File: config.mk
export PLATFORM = sky130hd
export DESIGN_NAME = rr_ring_arbiter
export DESIGN_NICKNAME = d
export VERILOG_FILES = /design/src/rtl/rr_ring_arbiter.sv
export SDC_FILE = /design/constraint.sdc
export NUM_CORES = 1
export LEC_CHECK = 0
export CAP_MARGIN = 40
export CELL_PAD_IN_SITES_DETAIL_PLACEMENT = 1
export CELL_PAD_IN_SITES_GLOBAL_PLACEMENT = 2
export CORE_MARGIN = 4
export CORE_UTILIZATION = 29
export DETAILED_ROUTE_END_ITERATION = 6
export GPL_TIMING_DRIVEN = 1
export PLACE_DENSITY_LB_ADDON = 0.05
export SLEW_MARGIN = 20
export SYNTH_ARGS = -nofsm -noshare
export SYNTH_HDL_FRONTEND = slang
export SYNTH_SLANG_ARGS = --single-unit
File: constraint.sdc
create_clock -name clk -period 2.6 [get_ports clk]
set_input_delay 0.52 -clock clk [delete_from_list [all_inputs] [get_ports clk]]
set_output_delay 0.52 -clock clk [all_outputs]
set_load 0.005 [all_outputs]
File: src/rtl/rr_ring_arbiter.sv
// Round-robin arbiter with a rotating one-hot token and per-grant time slicing.
// Latency: grant rises 1 cycle after req is sampled in IDLE; two grant-low cycles between grants.
// Backpressure: en low blocks new grants only; a grant ends on req drop or slice expiry.
module rr_ring_arbiter #(
    parameter int N     = 4,
    parameter int SLICE = 8,
    parameter int CW    = $clog2(SLICE + 1)
) (
    input  logic          clk,
    input  logic          rst,
    input  logic          en,
    input  logic [N-1:0]  req,
    output logic [N-1:0]  grant,
    output logic          grant_valid,
    output logic [N-1:0]  ptr,
    output logic [CW-1:0] slice_cnt,
    output logic          timeout,
    output logic          busy
);

    localparam logic [1:0] S_IDLE  = 2'd0;
    localparam logic [1:0] S_GRANT = 2'd1;
    localparam logic [1:0] S_GAP   = 2'd2;

    localparam logic [N-1:0]  ONE_N    = {{(N-1){1'b0}}, 1'b1};
    localparam logic [CW-1:0] ONE_CW   = {{(CW-1){1'b0}}, 1'b1};
    localparam logic [CW-1:0] SLICE_CW = CW'(SLICE);

    logic [1:0]   state;
    logic [N-1:0] mask_hi;
    logic [N-1:0] req_hi;
    logic [N-1:0] winner;
    logic         expired;
    logic         still_req;
    logic         release_now;

    // Winner search: lowest requester at or above the token, else lowest overall (wrap).
    // ptr is one-hot, so ptr-1 marks every bit below the token.
    always_comb begin
        mask_hi = ~(ptr - ONE_N);
        req_hi  = req & mask_hi;
        if (|req_hi) begin
            winner = req_hi & (~req_hi + ONE_N);
        end else begin
            winner = req & (~req + ONE_N);
        end
    end

    // Release decision for the live grant; a dropped req wins over expiry for the timeout flag.
    always_comb begin
        expired     = (slice_cnt == SLICE_CW);
        still_req   = |(req & grant);
        release_now = !still_req || expired;
    end

    // Arbitration state machine; all outputs other than the ORs are registered here.
    always_ff @(posedge clk) begin
        if (rst) begin
            state     <= S_IDLE;
            grant     <= '0;
            ptr       <= ONE_N;
            slice_cnt <= '0;
            timeout   <= 1'b0;
        end else begin
            case (state)
                S_IDLE: begin
                    timeout <= 1'b0;
                    if (en && (|req)) begin
                        grant     <= winner;
                        slice_cnt <= ONE_CW;
                        state     <= S_GRANT;
                    end
                end
                S_GRANT: begin
                    if (release_now) begin
                        grant     <= '0;
                        slice_cnt <= '0;
                        // Token moves just past the requester that was served.
                        ptr       <= {grant[N-2:0], grant[N-1]};
                        timeout   <= expired && still_req;
                        state     <= S_GAP;
                    end else begin
                        slice_cnt <= slice_cnt + ONE_CW;
                        timeout   <= 1'b0;
                    end
                end
                S_GAP: begin
                    timeout <= 1'b0;
                    state   <= S_IDLE;
                end
                default: begin
                    grant     <= '0;
                    slice_cnt <= '0;
                    timeout   <= 1'b0;
                    state     <= S_IDLE;
                end
            endcase
        end
    end

    assign grant_valid = |grant;
    assign busy        = (state != S_IDLE);

endmodule
* Word-level counts from Yosys, hierarchy flattened
Index checks and enable logic that the tools add are counted.
** Word-level totals
- Flip-flop bits (word level) :: 15
- Bits of input ports :: 7
- Output and inout port bits :: 15
- Word-level logic and storage cells :: 49
** Cells by class
- Add/subtract/negate cells :: 4
- Eq/ne operators :: 5
- Mux-type cells :: 10
- Bitwise logic cells :: 10
- Reductions and logical operators :: 15
** Operators by type and width (number)
- $pmux W4 S3 :: 2
- $mux W4 :: 5
- $and A4 B4 Y4 :: 4
- $reduce_or A4 Y1 :: 4
- $add A4 B1 Y4 const B :: 3
- $not A4 Y4 :: 3
- $reduce_and A2 Y1 :: 3
- $eq A4 B4 Y1 const B :: 1
- $mux W2 :: 2
- $ne A2 B2 Y1 const B :: 2
- $pmux W2 S2 :: 1
- $sub A4 B1 Y4 const B :: 1
- $not A1 Y1 :: 3
- $reduce_and A3 Y1 :: 1
- $reduce_or A3 Y1 :: 1
- $eq A2 B1 Y1 const B :: 1
- $eq A2 B2 Y1 const B :: 1
- $logic_and A1 B1 Y1 :: 2
- $logic_not A2 Y1 :: 1
- $reduce_bool A2 Y1 :: 1
- $logic_not A1 Y1 :: 1
- $logic_or A1 B1 Y1 :: 1

* Logic depth before layout (Yosys ltp)
Gate-level depths: netlist (run 1).
- Depth after elaboration :: 9
- Mapped depth :: 7

* Worst setup path before layout (run 1)
OpenSTA, ideal clock, no wires.
- Kind :: input port to flip-flop
- Start point :: input req[0]
- End point :: register slice_cnt[3]
- Library setup time :: 0.088 ns
- Arrival :: 1.563 ns
- Required time :: 2.512 ns
- Slack :: 0.949 ns
- Stages :: 5
- Cells stage by stage :: buf_2 > or4_4 > a31oi_4 > inv_2 > a311oi_2
** Between the ends
- Longest elaborated chain between the ends :: 6
** RTL lines
- from (decl) :: RTL line 12 : input logic [N-1:0] req,
- $and A4 B4 Y4 :: RTL line 52 : still_req = |(req & grant);
- $reduce_or A4 Y1 :: RTL line 52
- $logic_not A1 Y1 :: RTL line 53 : release_now = !still_req || expired;
- $logic_or A1 B1 Y1 :: RTL line 53
- $mux W4 :: RTL line 75 : if (release_now) begin
- $pmux W4 S3 :: RTL line 65 : case (state)
- to (signal assigned) :: RTL line 83 : slice_cnt <= slice_cnt + ONE_CW;
- to (decl) :: RTL line 16 : output logic [CW-1:0] slice_cnt,
Several ways; a longest one is shown, not always the timed one.
A chain may end at the register's enable or synchronous reset.

* Final worst setup path (run 1)
- Start point :: register grant[0]
- End point :: output grant_valid
** Between the ends
- Longest elaborated chain between the ends :: 1
** RTL lines
- from (decl) :: RTL line 13 : output logic [N-1:0] grant,
- from (signal assigned) :: RTL line 69 : grant <= winner;
- $reduce_or A4 Y1 :: RTL line 101 : assign grant_valid = |grant;
- to (decl) :: RTL line 14 : output logic grant_valid,
No other way between the ends.

==> results.py, run 1 <==
metrics = {
    "status": {
        "status": "completed",
    },
    "critical_path": {
        "startpoint_type": "register",
        "criticalPathCategory": "register to output port",
        "worst-path-max-fanout": 4,
        "cp-end-kind": "output port",
        "critPathArrivalTime_ps": 1600,
        "worstPathRequired_ps": 2080,
        "r2r_start": "slice_cnt[0]",
        "ff2ff_path_depth": 6,
        "crit_end": "grant_valid",
        "timing.reg2reg.setup_slack_ps": 710,
        "crit_start": "grant[0]",
        "r2r-end": "slice_cnt[3]",
    },
    "logic_synthesis": {
        "synth_ff_type": "dfxtp_1",
        "muxShareOfSynthArea_pct": 0,
        "async_flop_share_pct": 0,
        "ys_ff_latch": 15,
        "synth-edff-count": 0,
        "synth_fp_nets": 118,
        "synth_area_leaders": "dfxtp_1 34%, a21oi_1 5.6%, ha_1 4.2%",
        "avgSynthCellArea_um2": 8.260,
        "netlist_area_um2": 892.1,
        "synthXorXnorAreaFrac_pct": 0.9818,
        "synth_area_leader_cell": "dfxtp_1",
        "synth.distinct_cells": 37,
        "synth_compound_area_share_pct": 30.58,
        "synth_top_area_share_pct": 33.66,
        "synth-adder-area-share_pct": 4.208,
        "yosysWarnings": 0,
        "synth-simple-area-share_pct": 24.40,
        "syn_inst": 108,
        "seq_area_frac_synth_pct": 33.66,
        "synth_top_family_by_area": "compound AO/OA/AOI/OAI gates",
    },
    "clock_tree": {
        "clk_latency_ps": 280,
        "cts.sinks": 15,
        "cts_max_level": 1,
        "clkSlewWorstSetupHoldPaths_ps": 90,
        "cts_root_buf": "clkbuf_4",
        "numCtsBuffers": 3,
        "cts_tree": "yes",
        "cts_resized": 0,
        "cts_buffer_depth": 2,
        "holdBufCountCts": 0,
        "post-cts-setup-buffer-count": 0,
    },
    "sta": {
        "fin_ws_ps": 483.2,
        "slew_viol_final": 0,
        "hold_viol": 0,
        "rsz0062_at_grt": "false",
        "slew_headroom_pct": 61.87,
        "fin_crit_ps": 2117,
        "period_share_pct": 81.41,
        "max_freq_mhz": 472.4,
        "setup_viol": 0,
        "fin_setup_tns_ps": 0,
        "fin_skew_ps": 4.554,
        "whs_ps": 525.6,
        "tightest_slew_ps": 569.8,
    },
    "min_path": {
        "hold_class": "register to register",
        "holdPathStages": 1,
    },
    "place": {
        "gp_congestion": 0.8081,
        "dp.cells": 160,
        "pre_cts_slack_ps": 193.3,
        "hpwl_um": 2071,
        "io_buffers": 21,
    },
    "global_route": {
        "grt_pass1_vias": 894,
        "grt_start_max_net_pins": 16,
        "grt-ovfl-total": 0,
        "grt_antenna_before_repair": 0,
        "grt_pass1_wl_um": 4436,
        "track_usage_pct": 13.66,
    },
    "power_and_ir_drop": {
        "finalPower_w": 0.0005274,
        "p_leak_nw": 0.4201,
        "ir_drop_mv": 0.2627,
        "p_per_area_nw_per_um2": 446.5,
    },
    "floorplanning": {
        "coreArea_um2": 2853,
        "rows": 19,
        "die_h_um": 63.47,
        "dieArea_um2": 4028,
        "pin_count": 22,
        "start_util_pct": 31.27,
        "die_w_um": 63.47,
    },
    "layout": {
        "multi_input_area_um2": 536.8,
        "regArea_um2": 300.3,
        "drive_above_1_share_pct": 13.53,
        "nNetsFinal": 144,
        "area_delta_synth_final_pct": 32.40,
        "num-fill-cells": 355,
        "n_antenna_cell": 0,
        "final_common_cell": "clkdlybuf4s50_1",
        "finalNonFillerCells": 164,
        "mostFrequentLayoutCells": "21 x clkdlybuf4s50_1, 15 x dfxtp_1, 10 x nand2_1, 10 x a21oi_1, 9 x inv_1",
    },
    "drt": {
        "routedWlPerCell_um": 15.76,
        "route.detailed.drc": 0,
        "postRouteAntennaNets": 0,
        "drt-total-wl_um": 2585,
        "firstDrtPassIters": 4,
        "via_count": 894,
        "via_per_inst": 5.451,
        "first_iter_violations": 36,
    },
    "job": {
        "maxCapViolations": 0,
    },
}
[synthesized netlist by cell type, types with 2 or more instances]
cell and instances:
dfxtp_1 15, a21oi_1 10, nand2_1 10, inv_1 9, o21ai_0 7, nand3_1 6
nor2_1 6, a22oi_1 4, nor3_1 4, ha_1 3, or3_1 3, buf_2 2
clkbuf_1 2, o32ai_2 2, o41ai_1 2, or4_1 2
[how the worst min path moves through the flow]
stage | startpoint | end | slack (ps)
2_1_floorplan | state[1] | state[0] | 460
3_3_place_gp | state[1] | state[0] | 500
3_5_place_dp | state[1] | state[0] | 510
4_1_cts | state[1] | state[0] | 520
5_1_grt | state[1] | state[0] | 570
6_report | state[1] | state[0] | 530
[per-layer routing]
| layer | wire length [µm] | GRT usage (%) |
|---|---|---|
| met1 | 1288 | 18.41 |
| met4 | 14 | 4.043 |
| met5 | 0 | 0 |
| met2 | 1209 | 21.77 |
| met3 | 72 | 2.842 |
[layout make-up]
type                            instances  share of cell area [%]
Clock buffer                            3                   1.907
Clock inverter                          1                  0.4237
Inverter                               10                   3.178
Multi-Input combinational cell         79                   45.45
Sequential cell                        15                   25.42
Tap cell                               31                   3.284
Timing Repair Buffer                   25                   20.34
[state kept, by name (all words and copies together) (netlist names)]
name       flops
grant          4
ptr            4
slice_cnt      4
state          2
timeout        1
[cells by family after synthesis]
group                    Yosys count
flip-flops                        15
adder cells (fa/ha/maj)            3
AO/OA/AOI/OAI                     36
AND/OR/NAND/NOR                   39
buffers and inverters             14
XOR/XNOR                           1
[critical path, cell delays in order, from the launching register on]
cell and delay (ps):
dfxtp_1 350, or4_1 500, clkdlybuf4s50_1 460
[report_power, final]
part	switching [W]	total, W	leakage [nW]	internal (W)
logic	0.0000732	0.000143	0.280	0.0000694
registers	0.0000135	0.000253	0.122	0.000240
clock network	0.0000745	0.000132	0.0177	0.0000570
total	0.000161	0.000527	0.420	0.000366
[metrics by stage]
step                instance area (µm²)  util [%]
finish                             1181     41.40
global route                       1181     41.40
CTS                                1181     41.40
detailed placement                 1154     40.44
global placement                   1154     40.44
floorplan                         892.1         -
Note: power is estimated with default switching activity, not from simulation.
==> inputs of run 2 (changes only) <==
--- a/config.mk
+++ b/config.mk
@@ -9,7 +9,7 @@
 export CELL_PAD_IN_SITES_DETAIL_PLACEMENT = 1
 export CELL_PAD_IN_SITES_GLOBAL_PLACEMENT = 2
 export CORE_MARGIN = 4
-export CORE_UTILIZATION = 29
+export CORE_UTILIZATION = 25
 export DETAILED_ROUTE_END_ITERATION = 6
 export GPL_TIMING_DRIVEN = 1
 export PLACE_DENSITY_LB_ADDON = 0.05
==> constraint.sdc (replaced) <==
create_clock -name clk -period 1.8 [get_ports clk]
set_input_delay 0.36 -clock clk [delete_from_list [all_inputs] [get_ports clk]]
set_output_delay 0.36 -clock clk [all_outputs]
set_load 0.005 [all_outputs]
==> results.py, run 2 (synthesis gave the netlist of run 1 again) <==
metrics = {
    "layout": {
        "finalNonFillerCells": 195,
        "mostFrequentLayoutCells": "20 x buf_4, 19 x clkdlybuf4s50_1, 13 x dfxtp_1",
        "final_common_cell": "buf_4",
        "reg_top3": "grant: 4 flops, ptr: 4 flops, slice_cnt: 4 flops",
        "drive_above_1_share_pct": 24.16,
        "finalInstanceArea_um2": 1328,
        "n_antenna_cell": 0,
        "area_delta_synth_final_pct": 48.81,
        "nNetsFinal": 160,
    },
    "clock_tree": {
        "cts_tree": "yes",
        "cts_max_level": 1,
        "cts.sinks": 15,
        "numCtsBuffers": 3,
        "cts_buffer_depth": 2,
        "cts_root_buf": "clkbuf_4",
        "clk_latency_ps": 290,
        "clkSlewWorstSetupHoldPaths_ps": 110,
    },
    "sta": {
        "fin_ws_ps": 50.69,
        "slew_headroom_pct": 66.91,
        "fin_skew_ps": 13.61,
        "fin_crit_ps": 1749,
        "max_freq_mhz": 571.7,
        "slew_viol_final": 0,
        "hold_viol": 0,
        "fin_setup_tns_ps": 0,
        "tightest_slew_ps": 496.4,
        "setup_viol": 0,
        "period_share_pct": 97.18,
        "rsz0062_at_grt": "false",
    },
    "critical_path": {
        "cp.depth": 6,
        "crit_start": "req[1]",
        "cp-end-kind": "register",
        "critPathArrivalTime_ps": 1970,
        "cp_cell_sequence": "clkdlybuf4s50_1, a22oi_1, a2bb2oi_1, buf_4, or3b_2, a21oi_1",
        "startpoint_type": "input port",
        "ff2ff_path_depth": 7,
        "worst-path-max-fanout": 10,
        "critPathBufInv": 2,
        "cp_top_family": "buffers and inverters",
        "r2r_start": "slice_cnt[0]",
        "max_stage_delay_ps": 460,
        "slowest_stage": "or3b_2",
        "criticalPathCategory": "input port to register",
        "timing.reg2reg.setup_slack_ps": 140,
        "worstPathRequired_ps": 2020,
        "r2r-end": "ptr[2]",
    },
    "global_route": {
        "track_usage_pct": 14.15,
        "grt_pass1_wl_um": 4885,
        "grt_antenna_before_repair": 0,
        "grt_start_max_net_pins": 15,
        "grt-ovfl-total": 0,
        "grt_pass1_vias": 970,
    },
    "place": {
        "gp_congestion": 0.7905,
        "dp.cells": 191,
        "pre_cts_slack_ps": -267.1,
        "dpl_cell_area_um2": 1292,
        "hpwl_um": 2353,
        "io_buffers": 21,
    },
    "power_and_ir_drop": {
        "finalPower_w": 0.0008143,
        "p_leak_nw": 0.5163,
        "ir_drop_mv": 0.2560,
        "p_per_area_nw_per_um2": 613.4,
    },
    "floorplanning": {
        "coreArea_um2": 3390,
        "die_w_um": 67.74,
        "die_h_um": 67.74,
        "start_util_pct": 26.32,
        "rows": 21,
        "dieArea_um2": 4588,
        "pin_count": 22,
    },
    "drt": {
        "via_count": 967,
        "wl_met3_um": 98,
        "postRouteAntennaNets": 0,
        "first_iter_violations": 59,
        "wirelength_met1_um": 1566,
        "via_per_inst": 4.959,
        "route.detailed.drc": 0,
        "top_layer": "met4",
        "firstDrtPassIters": 4,
        "routedWlPerCell_um": 15.12,
        "drt-total-wl_um": 2948,
        "wl_met2_um": 1267,
    },
    "min_path": {
        "holdPathStages": 1,
        "min_to": "state[0]",
        "hold_class": "register to register",
        "min_from": "state[1]",
    },
    "job": {
        "maxCapViolations": 0,
    },
    "status": {
        "status": "completed",
    },
}
-- run 2: changes by cell type in the layout (fill, tap and decap cells not counted) --
cell | previous run | this run
dlymetal6s2s_1 | 0 | 1
a22oi_1 | 4 | 3
dlygate4sd2_1 | 0 | 1
dfxtp_2 | 0 | 2
clkbuf_1 | 0 | 1
dfxtp_1 | 15 | 13
clkdlybuf4s50_1 | 21 | 19
a22oi_2 | 0 | 1
buf_4 | 4 | 20
clkinv_2 | 1 | 0
-- run 2: worst max-delay path by stage --
stage / end / slack [ps]
after global placement: grant[3] / -210
after floorplan: slice_cnt[3] / 280
after global routing: ptr[2] / 0.3
after detailed placement: ptr[2] / -270
after CTS: busy / 4
final: ptr[2] / 50
-- run 2: layout make-up --
type                    instances  area, µm²
clock buffers                   4      26.28
fillers                       408       2062
inverters                      10      37.54
multi-input cells              79      541.8
flip-flops and latches         15      302.8
well taps                      46      57.56
repair buffers                 41      361.6
-- run 2: worst register-to-register path: stages (launching register included) --
cell and delay (ps):
dfxtp_1 330, inv_1 70, ha_1 160, nand2_1 80, a2bb2oi_1 170, buf_4 190, or3b_2 460, a21oi_1 130
-- run 2: stage by stage --
| stage | utilization, % | hold WS [ps] |
|---|---|---|
| floorplan | - | 461.6 |
| global placement | 38.13 | 512.0 |
| detailed placement | 38.13 | 519.5 |
| CTS | 38.94 | 462.9 |
| global route | 39.17 | 491.9 |
| finish | 39.17 | 452.2 |
-- run 2: timing repair --
item,4_1_cts,5_1_grt
setup buffers,0,0
hold buffers,0,0
resized for setup,3,2
setup endpoints to repair,2,4
-- run 2: power by group --
group	switching [W]	internal, W	total, W
clock network	0.000118	0.0000860	0.000204
registers	0.0000123	0.000347	0.000359
logic	0.000125	0.000126	0.000251
-- run 2: layer usage --
metal	up-vias	track usage, %
met3	2	3.161
li1	488	-
met1	466	20.80
met5	-	0
met2	11	20.05
met4	0	4.557
==> inputs of run 3 (changes only) <==
--- a/config.mk
+++ b/config.mk
@@ -8,6 +8,7 @@
 export CAP_MARGIN = 40
 export CELL_PAD_IN_SITES_DETAIL_PLACEMENT = 1
 export CELL_PAD_IN_SITES_GLOBAL_PLACEMENT = 2
+export CORE_ASPECT_RATIO = 0.6
 export CORE_MARGIN = 4
 export CORE_UTILIZATION = 25
 export DETAILED_ROUTE_END_ITERATION = 6
==> results.py, run 3 (synthesis gave the netlist of run 1 again) <==
metrics = {
    "sta": {
        "rsz0062_at_grt": "false",
        "fin_crit_ps": 1747,
        "fin_skew_ps": 3.409,
        "setup_viol": 0,
        "period_share_pct": 97.05,
        "hold_viol": 0,
        "max_freq_mhz": 572.4,
        "slew_headroom_pct": 68.64,
        "whs_ps": 513.4,
        "slew_viol_final": 0,
        "tightest_slew_ps": 470.4,
        "fin_ws_ps": 53.03,
    },
    "clock_tree": {
        "cts.sinks": 15,
        "cts_max_level": 1,
        "clk_latency_ps": 250,
        "cts_tree": "yes",
        "cts_root_buf": "clkbuf_8",
        "numCtsBuffers": 3,
        "clkSlewWorstSetupHoldPaths_ps": 60,
        "cts_buffer_depth": 2,
    },
    "global_route": {
        "grt_antenna_before_repair": 0,
        "grt_pass1_vias": 988,
        "grt_pass1_wl_um": 4926,
        "grt-ovfl-total": 0,
        "track_usage_pct": 14.04,
        "grt_start_max_net_pins": 15,
    },
    "layout": {
        "regArea_um2": 300.3,
        "drive_above_1_share_pct": 24.16,
        "n_antenna_cell": 0,
        "finalNonFillerCells": 194,
        "reg_top3": "grant: 4 flops, ptr: 4 flops, slice_cnt: 4 flops",
        "finalInstanceArea_um2": 1358,
        "final_common_cell": "buf_4",
        "fin_util_pct": 40.61,
        "nNetsFinal": 160,
        "num-fill-cells": 403,
        "multi_input_area_um2": 553.0,
        "mostFrequentLayoutCells": "20 x buf_4, 16 x clkdlybuf4s50_1, 15 x dfxtp_1",
        "area_delta_synth_final_pct": 52.17,
    },
    "drt": {
        "via_per_inst": 5.036,
        "via_count": 977,
        "route.detailed.drc": 0,
        "routedWlPerCell_um": 15.68,
        "first_iter_violations": 78,
        "firstDrtPassIters": 4,
        "postRouteAntennaNets": 0,
        "drt-total-wl_um": 3041,
    },
    "floorplanning": {
        "start_util_pct": 26.68,
        "coreArea_um2": 3343,
        "die_w_um": 85.12,
        "rows": 16,
        "pin_count": 22,
        "die_h_um": 54.27,
        "dieArea_um2": 4619,
    },
    "status": {
        "status": "completed",
    },
    "critical_path": {
        "startpoint_type": "register",
        "critPathBufInv": 1,
        "cp_top_family": "buffers and inverters",
        "cp-end-kind": "output port",
        "worst-path-max-fanout": 5,
        "worstPathRequired_ps": 1440,
        "cp.depth": 2,
        "criticalPathCategory": "register to output port",
        "slowest_stage": "clkdlybuf4s50_1",
        "critPathArrivalTime_ps": 1390,
        "cp_cell_sequence": "or2_2, clkdlybuf4s50_1",
        "ff2ff_path_depth": 8,
        "max_stage_delay_ps": 460,
    },
    "power_and_ir_drop": {
        "p_leak_nw": 0.5343,
        "ir_drop_mv": 0.2788,
        "p_per_area_nw_per_um2": 654.2,
    },
    "place": {
        "pre_cts_slack_ps": -341.9,
        "io_buffers": 21,
        "gp_congestion": 0.7909,
        "dpl_cell_area_um2": 1284,
        "dp.cells": 189,
        "hpwl_um": 2518,
    },
    "min_path": {
        "hold_class": "register to register",
        "holdPathStages": 1,
    },
    "job": {
        "maxCapViolations": 0,
    },
}
-- run 3: changes by cell type in the layout (fill, tap and decap cells not counted), sizes merged --
cell	change
dlymetal6s2s	+2
clkdlybuf4s50	-3
dlygate4sd2	+1
-- run 3: worst paths after layout --
path / start / end / slack (ps)
max: state[1] / busy / 50
min: state[1] / state[0] / 510
min reg2reg: state[1] / state[0] / 510
max reg2reg: slice_cnt[1] / ptr[1] / 140
-- run 3: cell type report --
class,instances,area share (%)
multi-input cells,79,40.74
flip-flops and latches,15,22.12
well taps,45,4.147
inverters,10,2.765
repair buffers,41,26.91
clock buffers,4,3.318
-- run 3: per-layer routing --
metal / global-route usage [%] / share of wire, % / routed length, µm
met4: 2.368 / 0.26 / 8
met2: 21.52 / 40 / 1229
met5: 0 / 0 / 0
met1: 19.79 / 53 / 1616
met3: 4.211 / 6.1 / 186
-- run 3: metrics by stage --
| step | total power (W) | setup TNS (ps) |
|---|---|---|
| 6_report | 0.0008882 | 0 |
| 4_1_cts | 0.0008977 | 0 |
| 5_1_grt | 0.0009363 | 0 |
| 3_3_place_gp | 0.0006178 | -2751 |
| 2_1_floorplan | 0.0004859 | 0 |
| 3_5_place_dp | 0.0006228 | -2937 |
-- run 3: power by group --
group	leakage, nW	switching, W	internal [W]
sequential	0.122	0.0000163	0.000347
combinational	0.390	0.000125	0.000129
clock	0.0228	0.000114	0.000157
-- run 3: what timing repair did --
action	CTS	global route
hold endpoints to repair	0	0
setup buffers	1	0
hold buffers	0	0
endpoints found under the setup margin	7	7
pin swaps	2	3
gates resized for setup	4	5
